--- src/rtl/stream_arb_pkg.sv ---
// Shared types and helpers for the packet-level round-robin stream multiplexer.
package stream_arb_pkg;

    typedef enum logic {
        ST_IDLE   = 1'b0,
        ST_LOCKED = 1'b1
    } state_e;

    // Source-index width; never narrower than one bit so N=1 still has a port.
    function automatic int unsigned idx_w(input int unsigned n);
        if (n <= 32'd2) begin
            return 32'd1;
        end
        return $clog2(n);
    endfunction

endpackage

--- src/rtl/rr_picker.sv ---
// Combinational round-robin picker: first requester strictly after ptr, wrapping modulo N.
module rr_picker
    import stream_arb_pkg::*;
#(
    parameter int unsigned N  = 2,
    parameter int unsigned IW = idx_w(N)
) (
    input  logic [N-1:0]  req,
    input  logic [IW-1:0] ptr,
    output logic [N-1:0]  gnt,
    output logic [IW-1:0] gnt_idx,
    output logic          any
);

    localparam int unsigned DW = 2 * N;

    logic [N-1:0]  hi_mask;
    logic [DW-1:0] dbl;
    logic          found;
    logic [IW-1:0] found_idx;

    // Lower half keeps only requesters after ptr; upper half is the wrapped second lap.
    always_comb begin
        hi_mask = '0;
        for (int unsigned i = 0; i < N; i++) begin
            hi_mask[i] = (IW'(i) > ptr);
        end
        dbl = {req, req & hi_mask};
    end

    always_comb begin
        found     = 1'b0;
        found_idx = '0;
        for (int unsigned j = 0; j < DW; j++) begin
            if (!found && dbl[j]) begin
                found     = 1'b1;
                found_idx = (j >= N) ? IW'(j - N) : IW'(j);
            end
        end
    end

    always_comb begin
        gnt = '0;
        for (int unsigned i = 0; i < N; i++) begin
            gnt[i] = found && (found_idx == IW'(i));
        end
        gnt_idx = found_idx;
        any     = found;
    end

endmodule

--- src/rtl/stream_arb_mux.sv ---
// N-input packet-level round-robin stream multiplexer with a registered single-entry output slot.
module stream_arb_mux
    import stream_arb_pkg::*;
#(
    parameter int unsigned N  = 2,
    parameter int unsigned W  = 64,
    parameter int unsigned IW = idx_w(N)
) (
    input  logic           clk,
    input  logic           rstn,
    input  logic [N-1:0]   in_valid,
    input  logic [N*W-1:0] in_data,
    input  logic [N-1:0]   in_last,
    output logic [N-1:0]   in_ready,
    output logic           out_valid,
    output logic [W-1:0]   out_data,
    output logic           out_last,
    output logic [IW-1:0]  out_src,
    input  logic           out_ready
);

    localparam logic [IW-1:0] PTR_RST = IW'(N - 1);

    state_e        state_q, state_d;
    logic [IW-1:0] ptr_q, ptr_d;
    logic [IW-1:0] lock_q, lock_d;
    logic          settle_q, settle_d;

    logic          valid_q, valid_d;
    logic [W-1:0]  data_q, data_d;
    logic          last_q, last_d;
    logic [IW-1:0] src_q, src_d;

    logic          free;
    logic [N-1:0]  pick_gnt;
    logic [IW-1:0] pick_idx;
    logic          pick_any;
    logic [IW-1:0] sel;
    logic [W-1:0]  sel_data;
    logic          sel_last;
    logic          hs;

    rr_picker #(
        .N  (N),
        .IW (IW)
    ) u_picker (
        .req     (in_valid),
        .ptr     (ptr_q),
        .gnt     (pick_gnt),
        .gnt_idx (pick_idx),
        .any     (pick_any)
    );

    // Source select, beat fan-in and ready steering.
    always_comb begin
        free     = !valid_q || out_ready;
        sel      = (state_q == ST_LOCKED) ? lock_q : pick_idx;
        sel_data = '0;
        sel_last = 1'b0;
        in_ready = '0;
        for (int unsigned i = 0; i < N; i++) begin
            if (sel == IW'(i)) begin
                sel_data = in_data[i*W +: W];
                sel_last = in_last[i];
            end
        end
        if (state_q == ST_LOCKED) begin
            for (int unsigned i = 0; i < N; i++) begin
                in_ready[i] = free && (lock_q == IW'(i));
            end
        end else if (!settle_q && pick_any) begin
            // One arbitration bubble follows every multi-beat packet.
            in_ready = pick_gnt & {N{free}};
        end
        hs = |(in_valid & in_ready);
    end

    // Packet lock FSM and round-robin pointer.
    always_comb begin
        state_d  = state_q;
        ptr_d    = ptr_q;
        lock_d   = lock_q;
        settle_d = 1'b0;
        case (state_q)
            ST_IDLE: begin
                if (hs) begin
                    ptr_d  = sel;
                    lock_d = sel;
                    if (!sel_last) begin
                        state_d = ST_LOCKED;
                    end
                end
            end
            ST_LOCKED: begin
                if (hs && sel_last) begin
                    state_d  = ST_IDLE;
                    settle_d = 1'b1;
                end
            end
            default: begin
                state_d = ST_IDLE;
            end
        endcase
    end

    // Output slot: load on handshake, drain when downstream accepts.
    always_comb begin
        valid_d = valid_q;
        data_d  = data_q;
        last_d  = last_q;
        src_d   = src_q;
        if (hs) begin
            valid_d = 1'b1;
            data_d  = sel_data;
            last_d  = sel_last;
            src_d   = sel;
        end else if (out_ready) begin
            valid_d = 1'b0;
        end
    end

    always_ff @(posedge clk or negedge rstn) begin
        if (!rstn) begin
            state_q  <= ST_IDLE;
            ptr_q    <= PTR_RST;
            lock_q   <= '0;
            settle_q <= 1'b0;
            valid_q  <= 1'b0;
            data_q   <= '0;
            last_q   <= 1'b0;
            src_q    <= '0;
        end else begin
            state_q  <= state_d;
            ptr_q    <= ptr_d;
            lock_q   <= lock_d;
            settle_q <= settle_d;
            valid_q  <= valid_d;
            data_q   <= data_d;
            last_q   <= last_d;
            src_q    <= src_d;
        end
    end

    assign out_valid = valid_q;
    assign out_data  = data_q;
    assign out_last  = last_q;
    assign out_src   = src_q;

endmodule

--- config.mk ---
export PLATFORM = sky130hd
export DESIGN_NAME = stream_arb_mux
export DESIGN_NICKNAME = d
export VERILOG_FILES = /design/src/rtl/stream_arb_pkg.sv /design/src/rtl/rr_picker.sv /design/src/rtl/stream_arb_mux.sv
export SDC_FILE = /design/constraint.sdc
export NUM_CORES = 1
export LEC_CHECK = 0
export BUFFER_PORTS_ARGS = -buffer_cell sky130_fd_sc_hd__buf_4
export CELL_PAD_IN_SITES_DETAIL_PLACEMENT = 1
export CELL_PAD_IN_SITES_GLOBAL_PLACEMENT = 2
export CORE_ASPECT_RATIO = 0.7
export CORE_UTILIZATION = 30
export CTS_CLUSTER_DIAMETER = 150
export CTS_CLUSTER_SIZE = 25
export DETAILED_ROUTE_END_ITERATION = 10
export GPL_ROUTABILITY_DRIVEN = 0
export PLACE_DENSITY_LB_ADDON = 0.15
export SLEW_MARGIN = 20
export SYNTH_ARGS = -nofsm -noshare
export SYNTH_HDL_FRONTEND = slang
export SYNTH_HIERARCHICAL = 1
export SYNTH_SLANG_ARGS = --single-unit
--- constraint.sdc ---
create_clock -name clk -period 4.4 [get_ports clk]
set_input_delay 0.44 -clock clk [delete_from_list [all_inputs] [get_ports clk]]
set_output_delay 0.44 -clock clk [all_outputs]
set_load 0.01 [all_outputs]
==> results.json, run 1 <==
{
  "num_io_pins": 204,
  "arrival_ps": 2760,
  "postCtsHoldBufs": 0,
  "post-route-period-util": 0.580,
  "drcViolationCount": 0,
  "clkLatencyLatePin_ps": 330,
  "die_h_microns": 94.6,
  "hpwlAfterDp_microns": 7530,
  "final_layout_size_suffix_gt1_frac": 0.792,
  "die_width_microns": 134,
  "hold_viol_final": 0,
  "start_kind": "flip-flop",
  "setup_violations": 0,
  "core-area_sq_um": 11800,
  "cp_slowest_cell": "dfstp_2",
  "wirelength_microns": 9940,
  "cts_sinks": 71,
  "clock_skew_ps": 6.30,
  "path_class": "flip-flop to flip-flop",
  "synth_area_leaders": "dfrtp_1 48%, mux2_2 34%, mux2_4 8.2%",
  "grt_max_degree": 72,
  "vias_per_cell": 4.58,
  "fp.dieArea_sq_um": 12700,
  "synth_top_area_cell": "dfrtp_1",
  "drt-initial-drc-count": 64,
  "cp_cell_sequence": "a21boi_0 -> mux2i_4 -> buf_4 -> mux2_2 -> mux2_4",
  "synth_cells": 245,
  "placedCellCount": 594,
  "finalNonFillerCells": 609,
  "synth_top_area_frac": 0.477,
  "synth.ff_latch_count": 71,
  "min_path_type": "input pin to asynchronous set/reset pin",
  "ant_nets": 0,
  "grt_pass1_vias": 3008,
  "rsz0062_at_grt": "false",
  "nets": 583,
  "power_density_nw_per_um2": 715,
  "vias": 2790,
  "path_clk_slew_ps": 60,
  "cts_buffer_depth": 2,
  "crit_fanout": 35,
  "power.leakage_nw": 2.67,
  "postCtsSetupBuffers": 0,
  "rows": 33,
  "overflow": 0,
  "cts_buffers": 9,
  "io_buffers": 203,
  "worstMarginPinSlew_ps": 937,
  "cp-end-kind": "flip-flop",
  "ir_drop_mv": 0.310,
  "status": "finished, final reports clean",
  "relSlewSlack": 0.375,
  "grt_usage": 0.165,
  "drv_cap": 0,
  "max_freq_ghz": 0.392,
  "cts_tree": "yes",
  "slew_viol_final": 0,
  "wire_per_inst_microns": 16.3,
  "antennaDiodeCount": 0,
  "setup_tns_ps": 0,
  "cts_resized": 0,
  "start_util": 0.311,
  "slowest_delay_ps": 550,
  "fillers": 1272,
  "antenna_found_initial": 0,
  "cts_max_level": 3,
  "grt_pass1_wl_microns": 15900,
  "syn_nets": 380,
  "syn_area_sq_um": 3670,
  "cts_root_buf": "clkbuf_16",
  "min_period_ps": 2550,
  "avgSynthCellArea_sq_um": 15.0,
  "first_pass_iters": 5,
  "yosysSeqAreaShare": 0.484,
  "cp.required_ps": 4610,
  "area_growth_pct": 52.8,
  "yosys_warnings": 6,
  "yosysUniqueCellTypes": 25
}
cell families after synthesis:
kind of cell / Yosys count / share of synthesized area
compound gates: 8 / 0.0239
buf+inv: 21 / 0.0392
flops: 71 / 0.484
mux: 135 / 0.433
simple gates: 10 / 0.0198
synth_stat cells:
cell,instances
dfrtp_1,70
o41a_1,1
a21boi_1,1
buf_6,1
nand2b_1,1
buf_2,5
inv_1,6
clkbuf_1,2
and4bb_1,2
o221ai_1,1
and3b_1,1
nand4b_1,1
mux2i_1,4
dfstp_2,1
a21boi_0,2
buf_4,5
mux2_4,20
o32ai_4,1
mux2_2,111
nand2_1,1
buf_12,2
nor2_1,2
nor2b_1,1
or2_1,1
a21oi_2,2
cell usage in the layout (no fill, tap or decap), types with 2 or more instances in the layout:
| cell type | count |
|---|---|
| mux2i_1 | 3 |
| a21boi_0 | 2 |
| nor2_1 | 2 |
| clkbuf_16 | 9 |
| buf_4 | 207 |
| clkbuf_8 | 2 |
| mux2_4 | 20 |
| dfrtp_1 | 70 |
| and4bb_1 | 2 |
| inv_1 | 6 |
| mux2_2 | 111 |
| a21oi_2 | 2 |
| clkinv_2 | 3 |
power breakdown:
group / leakage [nW] / internal [W] / total [W] / switching (W)
Clock: 0.151 / 0.000463 / 0.000722 / 0.000259
Combinational: 1.68 / 0.00126 / 0.00210 / 0.000836
Sequential: 0.835 / 0.00100 / 0.00119 / 0.000192
Total: 2.67 / 0.00273 / 0.00401 / 0.00129
registers in the layout, indices dropped and copies added (netlist names), named ones only:
| name | cells |
|---|---|
| out_data | 64 |
| ptr_q | 1 |
| lock_q | 1 |
| out_valid | 1 |
| settle_q | 1 |
| out_src | 1 |
| out_last | 1 |
layer usage:
metal  GRT usage  share of wire
met1       0.192           0.40
met2       0.271           0.47
met3      0.0714           0.11
met4      0.0627          0.015
met5           0              0
metrics by stage:
stage                     setup WS (ps)  total power, W  cell area, sq um  hold WS (ps)  utilization
after floorplan                    2430         0.00253              3670           144            -
after global placement             1830         0.00329              5310           491        0.450
after detailed placement           1760         0.00334              5310           495        0.450
after CTS                          1790         0.00409              5610           287        0.475
after global routing               1660         0.00428              5610           336        0.475
final                              1850         0.00401              5610           240        0.475
final cells by class:
cell class / instances / area (sq um) / area share
timing repair buffer: 207 / 1550 / 0.277
tap: 157 / 196 / 0.0350
sequential: 71 / 1780 / 0.317
clock buffer: 11 / 253 / 0.0450
clock inverter: 4 / 45.0 / 0.00803
inverter: 6 / 22.5 / 0.00401
multi-input combinational: 153 / 1760 / 0.314
worst max-delay path, delay by kind of cell (launching register included):
| family | cells | cell delay (ps) |
|---|---|---|
| muxes | 3 | 1160 |
| AOI/OAI and AO/OA | 1 | 180 |
| buffers and inverters | 1 | 520 |
| DFF | 1 | 550 |
worst paths after layout:
path,startpoint,endpoint,slack [ps],cells after the start
setup / recovery,ptr_q,out_data[19],1850,5
hold / removal,rstn,out_data[38],240,1
setup reg to reg,ptr_q,out_data[19],1850,5
hold reg to reg,out_data[33],out_data[33],500,1
max in group asynchronous,rstn,out_data[4],3540,1
min in group clk,in_valid[1],out_valid,440,3
No activity file was read; power rests on OpenSTA's default activity.
==> run 2: changes to the inputs <==
Settings changed: CORE_UTILIZATION 30 to 28.
Clock period 4.4 ns to 2.6 ns, I/O delays scaled along.
==> results.json, run 2 (synthesis gave the netlist of run 1 again) <==
{
  "status": "finished with violations",
  "failed_checks": "DRC",
  "r2r-start": "ptr_q",
  "cts_tree": "yes",
  "start_kind": "flip-flop",
  "vias": 2787,
  "clock_skew_ps": 4.67,
  "pre_cts_slack_ps": 465,
  "worst-r2r-cell-count": 7,
  "num_io_pins": 204,
  "area_growth_pct": 53.8,
  "grt_usage": 0.155,
  "arrival_ps": 2340,
  "drcViolationCount": 15,
  "wirelength_microns": 9970,
  "drv_cap": 0,
  "grt_pass1_vias": 3148,
  "drt-initial-drc-count": 93,
  "final_layout_size_suffix_gt1_frac": 0.788,
  "postCtsSetupBuffers": 0,
  "wire_per_inst_microns": 16.2,
  "ir_drop_mv": 0.501,
  "antennaDiodeCount": 0,
  "relSlewSlack": 0.385,
  "fp.dieArea_sq_um": 13600,
  "vias_per_cell": 4.53,
  "cts_max_level": 3,
  "slew_viol_final": 0,
  "min_path_type": "input pin to asynchronous set/reset pin",
  "grt_pass1_wl_microns": 16400,
  "crit_fanout": 44,
  "max_freq_ghz": 0.470,
  "power_density_nw_per_um2": 1210,
  "ant_nets": 0,
  "power.total_w": 0.00682,
  "min_period_ps": 2130,
  "hpwlAfterDp_microns": 7450,
  "fillers": 1358,
  "largest_reg_flops": 64,
  "worstSetupStartpoint": "ptr_q",
  "io_buffers": 203,
  "core-area_sq_um": 12600,
  "final_common_cell": "buf_4",
  "worstMarginPinSlew_ps": 922,
  "cts_buffers": 9,
  "cp.required_ps": 2810,
  "setup_slack_ps": 472,
  "rows": 34,
  "antenna_found_initial": 0,
  "die_h_microns": 97.8,
  "reg2reg_slack_ps": 470,
  "post-route-period-util": 0.818,
  "layout_common_cells": "203 x buf_4, 111 x mux2_2, 70 x dfrtp_1",
  "grt_max_degree": 72,
  "hold_viol_final": 0,
  "cts_sinks": 71,
  "cp-end-kind": "flip-flop",
  "cp-endpoint": "out_data[32]",
  "setup_violations": 0,
  "path_clk_slew_ps": 60,
  "rsz0062_at_grt": "false",
  "slowest_delay_ps": 540,
  "power.leakage_nw": 2.67,
  "cp_slowest_cell": "dfstp_2",
  "cts_resized": 0,
  "overflow": 0,
  "die_width_microns": 139,
  "setup_tns_ps": 0,
  "cp_cell_sequence": "inv_1 -> a21boi_1 -> and4bb_1 -> a21oi_2 -> o32ai_4 -> buf_12 -> mux2_2",
  "nets": 583,
  "first_pass_iters": 8,
  "path_class": "flip-flop to flip-flop",
  "postCtsHoldBufs": 0,
  "cts_buffer_depth": 2,
  "clkLatencyLatePin_ps": 330,
  "reg2reg_to": "out_data[32]",
  "start_util": 0.292,
  "cts_root_buf": "clkbuf_16"
}
## run 2: cell types whose count changed in the layout (fill, tap and decap cells not counted), sizes merged
cell | previous run | this run
clkbuf | 11 | 13
clkinv | 3 | 2
clkinvlp | 0 | 1
bufinv | 1 | 0
## run 2: metrics by stage
stage / hold WS [ps] / utilization / cells / cell area, sq um
6_report: 73.3 / 0.449 / 615 / 5650
5_1_grt: 154 / 0.449 / 615 / 5650
4_1_cts: 114 / 0.449 / 615 / 5650
3_5_place_dp: 472 / 0.426 / 599 / 5370
3_3_place_gp: 471 / 0.426 / 599 / 5370
2_1_floorplan: -35.6 / - / 245 / 3670
## run 2: cell type report
type                            count  area (sq um)  share of cell area
Clock buffer                       13           260              0.0461
Clock inverter                      3          17.5             0.00310
Inverter                            6          22.5             0.00399
Tap cell                          162           203              0.0359
Sequential cell                    71          1780               0.315
Timing Repair Buffer              207          1600               0.284
Multi-Input combinational cell    153          1760               0.312
## run 2: worst max-delay path, delay by kind of cell, from the launching register on
kind / cells / cell delay [ps]
compound gates: 3 / 520
buf+inv: 2 / 340
flops: 1 / 540
mux: 1 / 370
simple gates: 1 / 220
## run 2: worst min-delay path by stage
| stage | cells after the start | slack [ps] | endpoint |
|---|---|---|---|
| 5_1_grt | 1 | 150 | out_data[0] |
| 4_1_cts | 1 | 110 | out_data[0] |
| 2_1_floorplan | 0 | -40 | asynchronous set/reset pin |
| 6_report | 1 | 70 | out_data[0] |
| 3_3_place_gp | 1 | 470 | out_data[0] |
| 3_5_place_dp | 1 | 470 | out_data[0] |
## run 2: power by group
part | internal (W) | total, W | switching [W]
clock network | 0.000695 | 0.00114 | 0.000443
registers | 0.00170 | 0.00205 | 0.000349
logic | 0.00221 | 0.00363 | 0.00142
## run 2: routing by layer
layer	track usage	up-vias	routed length, microns
met4	0.0487	0	79
met2	0.242	136	4480
met1	0.189	1346	4210
li1	-	1297	-
met5	0	-	0
met3	0.0741	8	1190
